<file path="config.mk">
export PLATFORM = sky130hd
export DESIGN_NAME = serial_frame_rx_3bit_flat
export DESIGN_NICKNAME = d
export VERILOG_FILES = /design/src/rtl/serial_frame_rx_3bit_if.sv /design/src/rtl/serial_frame_rx_3bit.sv /design/src/flat_wrapper.sv
export SDC_FILE = /design/constraint.sdc
export NUM_CORES = 1
export LEC_CHECK = 0
export ABC_AREA = 1
export CORE_UTILIZATION = 25
export CTS_BUF_LIST = sky130_fd_sc_hd__clkbuf_8
export DETAILED_ROUTE_END_ITERATION = 8
export HOLD_SLACK_MARGIN = 0.08
export PLACE_DENSITY_LB_ADDON = 0.08
export SETUP_SLACK_MARGIN = 0.4
export SYNTH_ARGS = -nofsm -noshare
export SYNTH_HDL_FRONTEND = slang
export SYNTH_SLANG_ARGS = --single-unit
</file>
<file path="constraint.sdc">
create_clock -name clk -period 3.3 [get_ports clk]
set_clock_uncertainty 0.05 [all_clocks]
set_input_delay 0.99 -clock clk [delete_from_list [all_inputs] [get_ports clk]]
set_output_delay 0.99 -clock clk [all_outputs]
set_load 0.1 [all_outputs]
</file>
<file path="src/rtl/serial_frame_rx_3bit_if.sv">
// serial_frame_rx_3bit_if: bit strobe/serial input and received-word outputs of the 3-bit frame receiver
interface serial_frame_rx_3bit_if;
  logic       bit_en;
  logic       sdi;
  logic [2:0] dout;
  logic       dout_valid;
  logic       par_err;
  logic       frm_err;
  logic       busy;
  modport master(output bit_en, sdi, input dout, dout_valid, par_err, frm_err, busy);
  modport slave(input bit_en, sdi, output dout, dout_valid, par_err, frm_err, busy);
endinterface

</file>
<file path="src/rtl/serial_frame_rx_3bit.sv">
// serial_frame_rx_3bit: LSB-first 3-bit serial frame receiver with optional parity, framing check and break detection
module serial_frame_rx_3bit #(
  parameter bit PARITY_EN  = 1'b1,
  parameter bit ODD_PARITY = 1'b0
) (
  input logic                   clk,
  input logic                   rst,
  serial_frame_rx_3bit_if.slave s
);
  typedef enum logic [2:0] {IDLE, DATA, PARITY, STOP, BREAK} state_t;
  state_t     state;
  logic [1:0] cnt;
  logic [2:0] sh;
  logic       pbit;
  logic       pfail;
  assign pfail  = PARITY_EN && ((^{sh, pbit}) ^ ODD_PARITY);
  assign s.busy = state != IDLE;
  always_ff @(posedge clk or negedge rst)
    if (!rst) begin
      state        <= IDLE;
      cnt          <= 2'd0;
      sh           <= 3'b000;
      pbit         <= 1'b0;
      s.dout       <= 3'b000;
      s.dout_valid <= 1'b0;
      s.par_err    <= 1'b0;
      s.frm_err    <= 1'b0;
    end else begin
      s.dout_valid <= 1'b0;
      s.par_err    <= 1'b0;
      s.frm_err    <= 1'b0;
      if (s.bit_en)
        case (state)
          IDLE: if (!s.sdi) begin
            state <= DATA;
            cnt   <= 2'd0;
          end
          DATA: begin
            sh  <= {s.sdi, sh[2:1]};
            cnt <= cnt + 2'd1;
            if (cnt == 2'd2) state <= PARITY_EN ? PARITY : STOP;
          end
          PARITY: begin
            pbit  <= s.sdi;
            state <= STOP;
          end
          STOP: if (!s.sdi) begin
            s.frm_err <= 1'b1;
            state     <= BREAK;
          end else if (pfail) begin
            s.par_err <= 1'b1;
            state     <= IDLE;
          end else begin
            s.dout       <= sh;
            s.dout_valid <= 1'b1;
            state        <= IDLE;
          end
          BREAK: if (s.sdi) state <= IDLE;
          default: state <= IDLE;
        endcase
    end
endmodule
</file>
<file path="src/flat_wrapper.sv">
// flat-port wrapper written by rule: the top's interface ports become plain ports
module serial_frame_rx_3bit_flat 
#(
  parameter bit PARITY_EN  = 1'b1,
  parameter bit ODD_PARITY = 1'b0
)
  (clk, rst, s_bit_en, s_sdi, s_dout, s_dout_valid, s_par_err, s_frm_err, s_busy);
  serial_frame_rx_3bit_if s_i ();
  input logic clk;
  input logic rst;
  input wire logic [$bits(s_i.bit_en)-1:0] s_bit_en;
  input wire logic [$bits(s_i.sdi)-1:0] s_sdi;
  output wire logic [$bits(s_i.dout)-1:0] s_dout;
  output wire logic [$bits(s_i.dout_valid)-1:0] s_dout_valid;
  output wire logic [$bits(s_i.par_err)-1:0] s_par_err;
  output wire logic [$bits(s_i.frm_err)-1:0] s_frm_err;
  output wire logic [$bits(s_i.busy)-1:0] s_busy;
  assign s_i.bit_en = s_bit_en;
  assign s_i.sdi = s_sdi;
  assign s_dout = s_i.dout;
  assign s_dout_valid = s_i.dout_valid;
  assign s_par_err = s_i.par_err;
  assign s_frm_err = s_i.frm_err;
  assign s_busy = s_i.busy;
  serial_frame_rx_3bit #(.PARITY_EN(PARITY_EN), .ODD_PARITY(ODD_PARITY)) u_core (.clk(clk), .rst(rst), .s(s_i));
endmodule
</file>
==> results of run 1 <==
-- synth_stat cells (2+ instances only) --
| cell | number |
|---|---|
| inv_2 | 4 |
| nand4_1 | 3 |
| o21ai_1 | 5 |
| dfrtp_1 | 15 |
| nand2_2 | 3 |
| nor2_1 | 6 |
| nand2_1 | 34 |
| nand3_1 | 9 |
| inv_1 | 11 |
| o21ai_0 | 2 |
| nand3_2 | 2 |
-- where the power goes --
| part | total [mW] | internal, mW | switching [mW] |
|---|---|---|---|
| clock network | 0.149 | 0.0823 | 0.0664 |
| logic | 0.523 | 0.133 | 0.391 |
| registers | 0.321 | 0.250 | 0.0712 |
-- stage by stage --
stage / cells / instance area, um^2 / util
2_1_floorplan: 99 / 767 / -
3_3_place_gp: 140 / 888 / 0.314
3_5_place_dp: 140 / 888 / 0.314
4_1_cts: 144 / 933 / 0.330
5_1_grt: 144 / 933 / 0.330
6_report: 144 / 933 / 0.330
-- cells by family after synthesis --
group | share of synthesized area
AND/OR/NAND/NOR | 0.369
buffers and inverters | 0.0734
flip-flops | 0.489
AO/OA/AOI/OAI | 0.0522
adder cells (fa/ha/maj) | 0.0163
-- area by class of cell --
cell class	instances	area (um^2)
clock buffers	3	41.3
multi-input cells	69	335
fillers	296	1900
flip-flops and latches	15	375
clock inverters	1	3.75
repair buffers	10	82.6
well taps	31	38.8
inverters	15	56.3
-- layer usage --
layer,wire [um],global-route usage
met5,0,0
met4,14,0.0627
met3,61,0.0295
met2,645,0.140
met1,842,0.161
-- critical path: stages, from the launching register on --
cell and delay (ps):
dfrtp_1 450, nor2_2 250, nand2_1 90, buf_4 240
-- sequential cells by signal, summed over array words and instances, names as in the netlist --
| register | cells |
|---|---|
| u_core.s.dout_valid | 1 |
| u_core.pbit | 1 |
| u_core.sh | 3 |
| u_core.s.dout | 3 |
| u_core.state | 3 |
| u_core.s.par_err | 1 |
| u_core.s.frm_err | 1 |
| u_core.cnt | 2 |
-- cell usage in the layout, fill, tap and decap left out, types with 2 or more instances in the layout --
cell	Yosys	final
nand3_2	2	2
nand3_1	9	9
nand2_2	3	3
nor2_1	6	6
clkdlybuf4s50_1	0	3
nand2_1	34	34
o21ai_0	2	2
buf_4	0	7
clkbuf_8	0	3
nand4_1	3	3
inv_1	11	12
o21ai_1	5	5
inv_2	4	4
dfrtp_1	15	15
-- how the worst max path moves through the flow --
| stage | end | cells after the start |
|---|---|---|
| floorplan | s_busy | 2 |
| detailed placement | u_core.s.dout[0] | 6 |
| finish | s_busy | 3 |
| global route | s_busy | 3 |
| global placement | u_core.s.dout[1] | 6 |
| CTS | s_busy | 3 |
==> impl_results.rst, run 1 <==
.. list-table::
   :header-rows: 1

   * - Metric
     - Value
   * - Result of the run
     - finished with violations
   * - Failing checks
     - DRC
   * - Setup slack after layout
     - 992 ps
   * - Largest voltage drop on the vdd net
     - 0.636 mV
   * - Post-cts hold buffer count
     - 0
   * - Placeable Area
     - 2830 um^2
   * - First-pass GRT wire length
     - 2620 um
   * - Setup repair after global routing missed its margin
     - false
   * - Initial cell density of the core
     - 0.271
   * - Number of sinks handled by clock tree synthesis
     - 15
   * - Avg Cell Area, Syn
     - 7.75 um^2
   * - Final Max Tran Viols
     - 0
   * - Number of global-route vias before repair
     - 537
   * - Highest fanout seen on the critical path
     - 6
   * - Weighted congestion at the end of routability-driven global placement
     - 0.752
   * - Origin of the worst min-delay path
     - u_core.s.dout[1]
   * - Wire per inst
     - 10.9 um
   * - Share of cells above drive strength 1
     - 0.195
   * - Top_reg_cell synth
     - dfrtp_1
   * - Worst slew margin relative to its limit
     - 0.508
   * - Crit start category
     - register
   * - Number of antenna violations at the first check in global routing
     - 0
   * - Unique cell type count in the Yosys netlist
     - 16
   * - Port Buffer Count
     - 10
   * - Power, Total
     - 0.993 mW
   * - Startpoint-to-endpoint class of the critical path
     - reg -> out
   * - Final critical-path required period
     - 2310 ps
   * - Post-detailed-route via-to-cell ratio
     - 4.44
   * - Total grt overflow
     - 0
   * - Accumulated negative setup slack
     - 0 ps
   * - Mapped Cells
     - 99
   * - Die Span X
     - 57.4 um
   * - Worst Hold Slack
     - 422 ps
   * - Max Cap Violations
     - 0
   * - Synth top area share
     - 0.489
   * - End of the worst register-to-register path
     - u_core.state[0]
   * - CP arrival
     - 1270 ps
   * - Top cell type by total area after synthesis
     - dfrtp_1
   * - Number of rows in the core area
     - 19
   * - Share of flip-flops with an asynchronous set or reset after synthesis
     - 1.00
   * - EDFF count, synth
     - 0
   * - Highest achievable clock rate
     - 433 MHz
   * - Clk pin slew, worst setup/hold paths
     - 70 ps
   * - Synthesized netlist net count
     - 104
   * - End of the worst hold path
     - u_core.s.dout[1]
   * - Synthesis Warnings
     - 0
   * - Number of failing hold endpoints at the final stage
     - 0
   * - Number of register bits inferred by synthesis
     - 15
   * - Maximum number of pins on one net before global-route repair
     - 16
   * - Diodes inserted
     - 0
   * - Combined global-route utilization of all metal layers
     - 0.109
   * - Share of synthesized area occupied by flip-flops and latches
     - 0.489
   * - Final routed DRC violation total
     - 2
   * - Type of element capturing the critical path
     - output pin
   * - TritonCTS clock tree
     - built
   * - Transition time at the pin with the least slew margin
     - 735 ps
   * - Iteration count of the initial detailed-routing pass
     - 6
   * - Worst setup slack after placement
     - 1010 ps
   * - Cell depth of the worst hold path
     - 2
   * - Number of routed nets with antenna violations
     - 0
   * - Post-detail-place hpwl
     - 1160 um
   * - Total power divided by cell area
     - 1060 nW/um^2
   * - Leakage dissipation
     - 0.500 nW
   * - Layout net count
     - 119
   * - Leading post-synthesis cells by cell area
     - dfrtp_1, nand2_1, nand3_1, inv_1, o21ai_1
   * - Die span in y
     - 57.4 um
   * - Data required time of the critical path
     - 2260 ps
   * - Post-synth design cell area
     - 767 um^2
   * - Resized Gates After CTS
     - 0
   * - Post-synthesis to final-layout area growth
     - 21.7%
   * - Length in cells of the worst reg-to-reg path
     - 6
   * - Cell chosen for the clock root
     - clkbuf_8
   * - Clock insertion delay at the later pin of the skew report
     - 250 ps
   * - CP startpoint
     - u_core.state[0]
   * - Setup slack of the most critical reg-to-reg path
     - 2050 ps
   * - Drt initial violations
     - 16
   * - Die ar.
     - 3290 um^2
   * - Post-CTS Setup Repair Bufs
     - 0
   * - Finish-stage setup viols
     - 0
   * - Buffer depth of the longest clock path
     - 2
   * - Number of vias after detailed routing
     - 639
   * - Final Cycle Share
     - 0.699
   * - Classification of the worst-slack hold path
     - reg -> reg
   * - H-tree levels
     - 1
   * - Final wirelength
     - 1560 um
   * - Worst R2R Start
     - u_core.state[0]
   * - Boundary Pins
     - 11
   * - Total CTS buffers
     - 3
No activity file was read; power rests on OpenSTA's default activity.
==> run 2: changes to the inputs <==
==> constraint.sdc (replaced) <==
create_clock -name clk -period 2.4 [get_ports clk]
set_clock_uncertainty 0.05 [all_clocks]
set_input_delay 0.72 -clock clk [delete_from_list [all_inputs] [get_ports clk]]
set_output_delay 0.72 -clock clk [all_outputs]
set_load 0.1 [all_outputs]
==> run 2 against run 1 <==
Compared with the run above:
- the flow still finishes with violations (DRC)
- die area unchanged
- clock-buffer cell count did not move
- combinational power up 54%
- design area grew 5.4%
- final cell count increased by 2.8%
- flip-flop and latch count unchanged
- routed wire length is 1.1% higher
- critical path depth did not move
- non-clock buffer count rose by 4
- via count rose by 1.7%
- sequential share of layout area down 1.8 points
- worst hold slack improved by 9.8 ps
- critical endpoint unchanged
- largest power group unchanged
- highest routed layer unchanged
==> impl_results.rst, run 2 (synthesis gave the netlist of run 1 again) <==
.. list-table::
   :header-rows: 1

   * - Metric
     - Value
   * - Highest metal layer used by the detailed router
     - met4 (unchanged)
   * - Max Cap Violations
     - 0 (unchanged)
   * - Chain of cells forming the critical path
     - inv_2 > nand2_1 > buf_12 (was nor2_2 > nand2_1 > buf_4)
   * - Post-route insts no fill
     - 148 (was 144)
   * - Classification of the worst-slack hold path
     - reg -> reg (unchanged)
   * - Final Cycle Share
     - 0.804
   * - Number of antenna violations at the first check in global routing
     - 0 (unchanged)
   * - Number of routed nets with antenna violations
     - 0 (unchanged)
   * - Relative contribution of combinational cells to total power
     - 0.551 (was 0.527)
   * - Worst slew margin relative to its limit
     - 0.815 (was 0.508)
   * - Number of vias after detailed routing
     - 650 (was 639)
   * - Diodes inserted
     - 0 (unchanged)
   * - Clock insertion delay at the later pin of the skew report
     - 250 ps (about the same)
   * - Relative contribution of the clock network to total power
     - 0.141 (was 0.150)
   * - Failing checks
     - DRC (unchanged)
   * - Total grt overflow
     - 0 (unchanged)
   * - Commonest non-fill, non-tap cells in the layout
     - nand2_1, dfrtp_1, inv_1 (unchanged)
   * - Relative contribution of sequential cells to total power
     - 0.309 (was 0.323)
   * - Die ar.
     - 3290 um^2 (unchanged)
   * - Combined global-route utilization of all metal layers
     - 0.114 (was 0.109)
   * - Weighted congestion at the end of routability-driven global placement
     - 0.724 (was 0.752)
   * - Drt initial violations
     - 23 (was 16)
   * - Final routed DRC violation total
     - 2 (unchanged)
   * - Die span in y
     - 57.4 um (unchanged)
   * - Slowest cell on crit path
     - dfrtp_1 (unchanged)
   * - Post-detail-place hpwl
     - 1120 um (was 1160 um)
   * - Total power divided by cell area
     - 1490 nW/um^2 (was 1060 nW/um^2)
   * - H-tree levels
     - 1 (unchanged)
   * - Initial cell density of the core
     - 0.271 (unchanged)
   * - Switching power
     - 0.752 mW (was 0.528 mW)
   * - Met1 Wirelength
     - 825 um (was 842 um)
   * - Startpoint-to-endpoint class of the critical path
     - reg -> out (unchanged)
   * - Post-cts hold buffer count
     - 0 (unchanged)
   * - Worst R2R Start
     - u_core.state[2] (was u_core.state[0])
   * - CP arrival
     - 1160 ps (was 1270 ps)
   * - Total met3 wirelength after detailed routing
     - 72 um (was 61 um)
   * - Maximum number of pins on one net before global-route repair
     - 16 (unchanged)
   * - Type of element capturing the critical path
     - output pin (unchanged)
   * - First-pass GRT wire length
     - 2850 um (was 2620 um)
   * - Crit start category
     - register (unchanged)
   * - Buffer depth of the longest clock path
     - 2 (unchanged)
   * - Number of failing hold endpoints at the final stage
     - 0 (unchanged)
   * - Highest fanout seen on the critical path
     - 7 (was 6)
   * - Iteration count of the initial detailed-routing pass
     - 6 (unchanged)
   * - CP startpoint
     - u_core.state[1] (was u_core.state[0])
   * - Result of the run
     - finished with violations (unchanged)
   * - Number of global-route vias before repair
     - 608 (was 537)
   * - Origin of the worst min-delay path
     - u_core.s.dout[1] (unchanged)
   * - Worst setup slack after placement
     - 388 ps (was 1010 ps)
   * - Leakage dissipation
     - 0.523 nW (was 0.500 nW)
   * - Cell-internal power
     - 0.714 mW (was 0.465 mW)
   * - Largest voltage drop on the vdd net
     - 0.915 mV (was 0.636 mV)
   * - Number of sinks handled by clock tree synthesis
     - 15 (unchanged)
   * - Wire per inst
     - 10.7 um (was 10.9 um)
   * - Leading cell type in the layout, fill and taps excluded
     - nand2_1 (unchanged)
   * - Setup repair after global routing missed its margin
     - false (unchanged)
   * - Layout net count
     - 123 (was 119)
   * - Accumulated negative setup slack
     - 0 ps (unchanged)
   * - Data required time of the critical path
     - 1630 ps (was 2260 ps)
   * - Number of rows in the core area
     - 19 (unchanged)
   * - Power, Total
     - 1.47 mW (was 0.993 mW)
   * - Delay of the slowest cell on the worst path
     - 490 ps (was 450 ps)
   * - Setup slack after layout
     - 471 ps (was 992 ps)
   * - Cell chosen for the clock root
     - clkbuf_8 (unchanged)
   * - Final critical-path required period
     - 1930 ps
   * - Boundary Pins
     - 11 (unchanged)
   * - Largest registers
     - u_core.s.dout x3, u_core.sh x3, u_core.state x3 (unchanged)
   * - Post-synthesis to final-layout area growth
     - 28.2% (was 21.7%)
   * - Switching share of total power
     - 0.513 (was 0.532)
   * - Finish-stage setup viols
     - 0 (unchanged)
   * - Placed Cells
     - 141 (was 140)
   * - Post-detailed-route via-to-cell ratio
     - 4.39 (was 4.44)
   * - Final Max Tran Viols
     - 0 (unchanged)
   * - Share of cells above drive strength 1
     - 0.239 (was 0.195)
   * - Die Span X
     - 57.4 um (unchanged)
   * - Port Buffer Count
     - 10 (unchanged)
   * - Final wirelength
     - 1580 um (was 1560 um)
   * - Clk pin slew, worst setup/hold paths
     - 70 ps (about the same)
   * - Transition time at the pin with the least slew margin
     - 280 ps (was 735 ps)
   * - Highest achievable clock rate
     - 518 MHz
   * - TritonCTS clock tree
     - built (unchanged)
   * - Placeable Area
     - 2830 um^2 (unchanged)
   * - Total CTS buffers
     - 3 (unchanged)
   * - Routed length on met2
     - 670 um (was 645 um)
==> run 2: critical path: cells and delay by family, from the launching register on <==
family                 cells  cell delay [ps]
buffers and inverters      2              290
and+or+nand+nor            1              130
DFF                        1              490
==> run 2: worst paths after layout <==
check	endpoint	slack [ps]	cells past startpoint
max in group asynchronous	u_core.state[0]	1360	2
setup / recovery	s_busy	470	3
min in group asynchronous	u_core.sh[0]	740	2
hold reg to reg	u_core.s.dout[1]	430	2
hold / removal	u_core.s.dout[1]	430	2
setup reg to reg	u_core.state[0]	1150	7
==> run 2: layer usage <==
layer | global-route usage | vias to the layer above
met5 | 0 | -
met4 | 0.0418 | 0
met3 | 0.0295 | 2
met2 | 0.156 | 13
met1 | 0.170 | 282
li1 | - | 353
==> run 2: power groups by stage <==
stage	registers (mW)	logic (mW)	clock network, mW
finish	0.453	0.808	0.207
CTS	0.448	0.764	0.214
detailed placement	0.448	0.755	0
global placement	0.449	0.756	0
floorplan	0.591	0.423	0
global route	0.470	0.890	0.229
==> run 2: what timing repair did <==
| item | in CTS | in global routing |
|---|---|---|
| buffers inserted | 0 | 3 |
| gates resized for setup | 1 | 2 |
| pin swaps | 0 | 1 |
| setup endpoints to repair | 1 | 1 |
==> run 2: final cells by class <==
type                    instances  area (um^2)
clock buffers                   3         41.3
clock inverters                 1         3.75
fillers                       292         1850
inverters                      15         56.3
multi-input cells              69          340
flip-flops and latches         15          378
well taps                      31         38.8
repair buffers                 14          125
==> run 2: through the flow <==
step | util | area, um^2 | hold slack [ps]
after detailed placement | 0.321 | 908 | 418
after CTS | 0.339 | 958 | 435
after floorplan | - | 767 | 374
after global placement | 0.321 | 908 | 414
final | 0.348 | 983 | 432
after global routing | 0.348 | 983 | 458
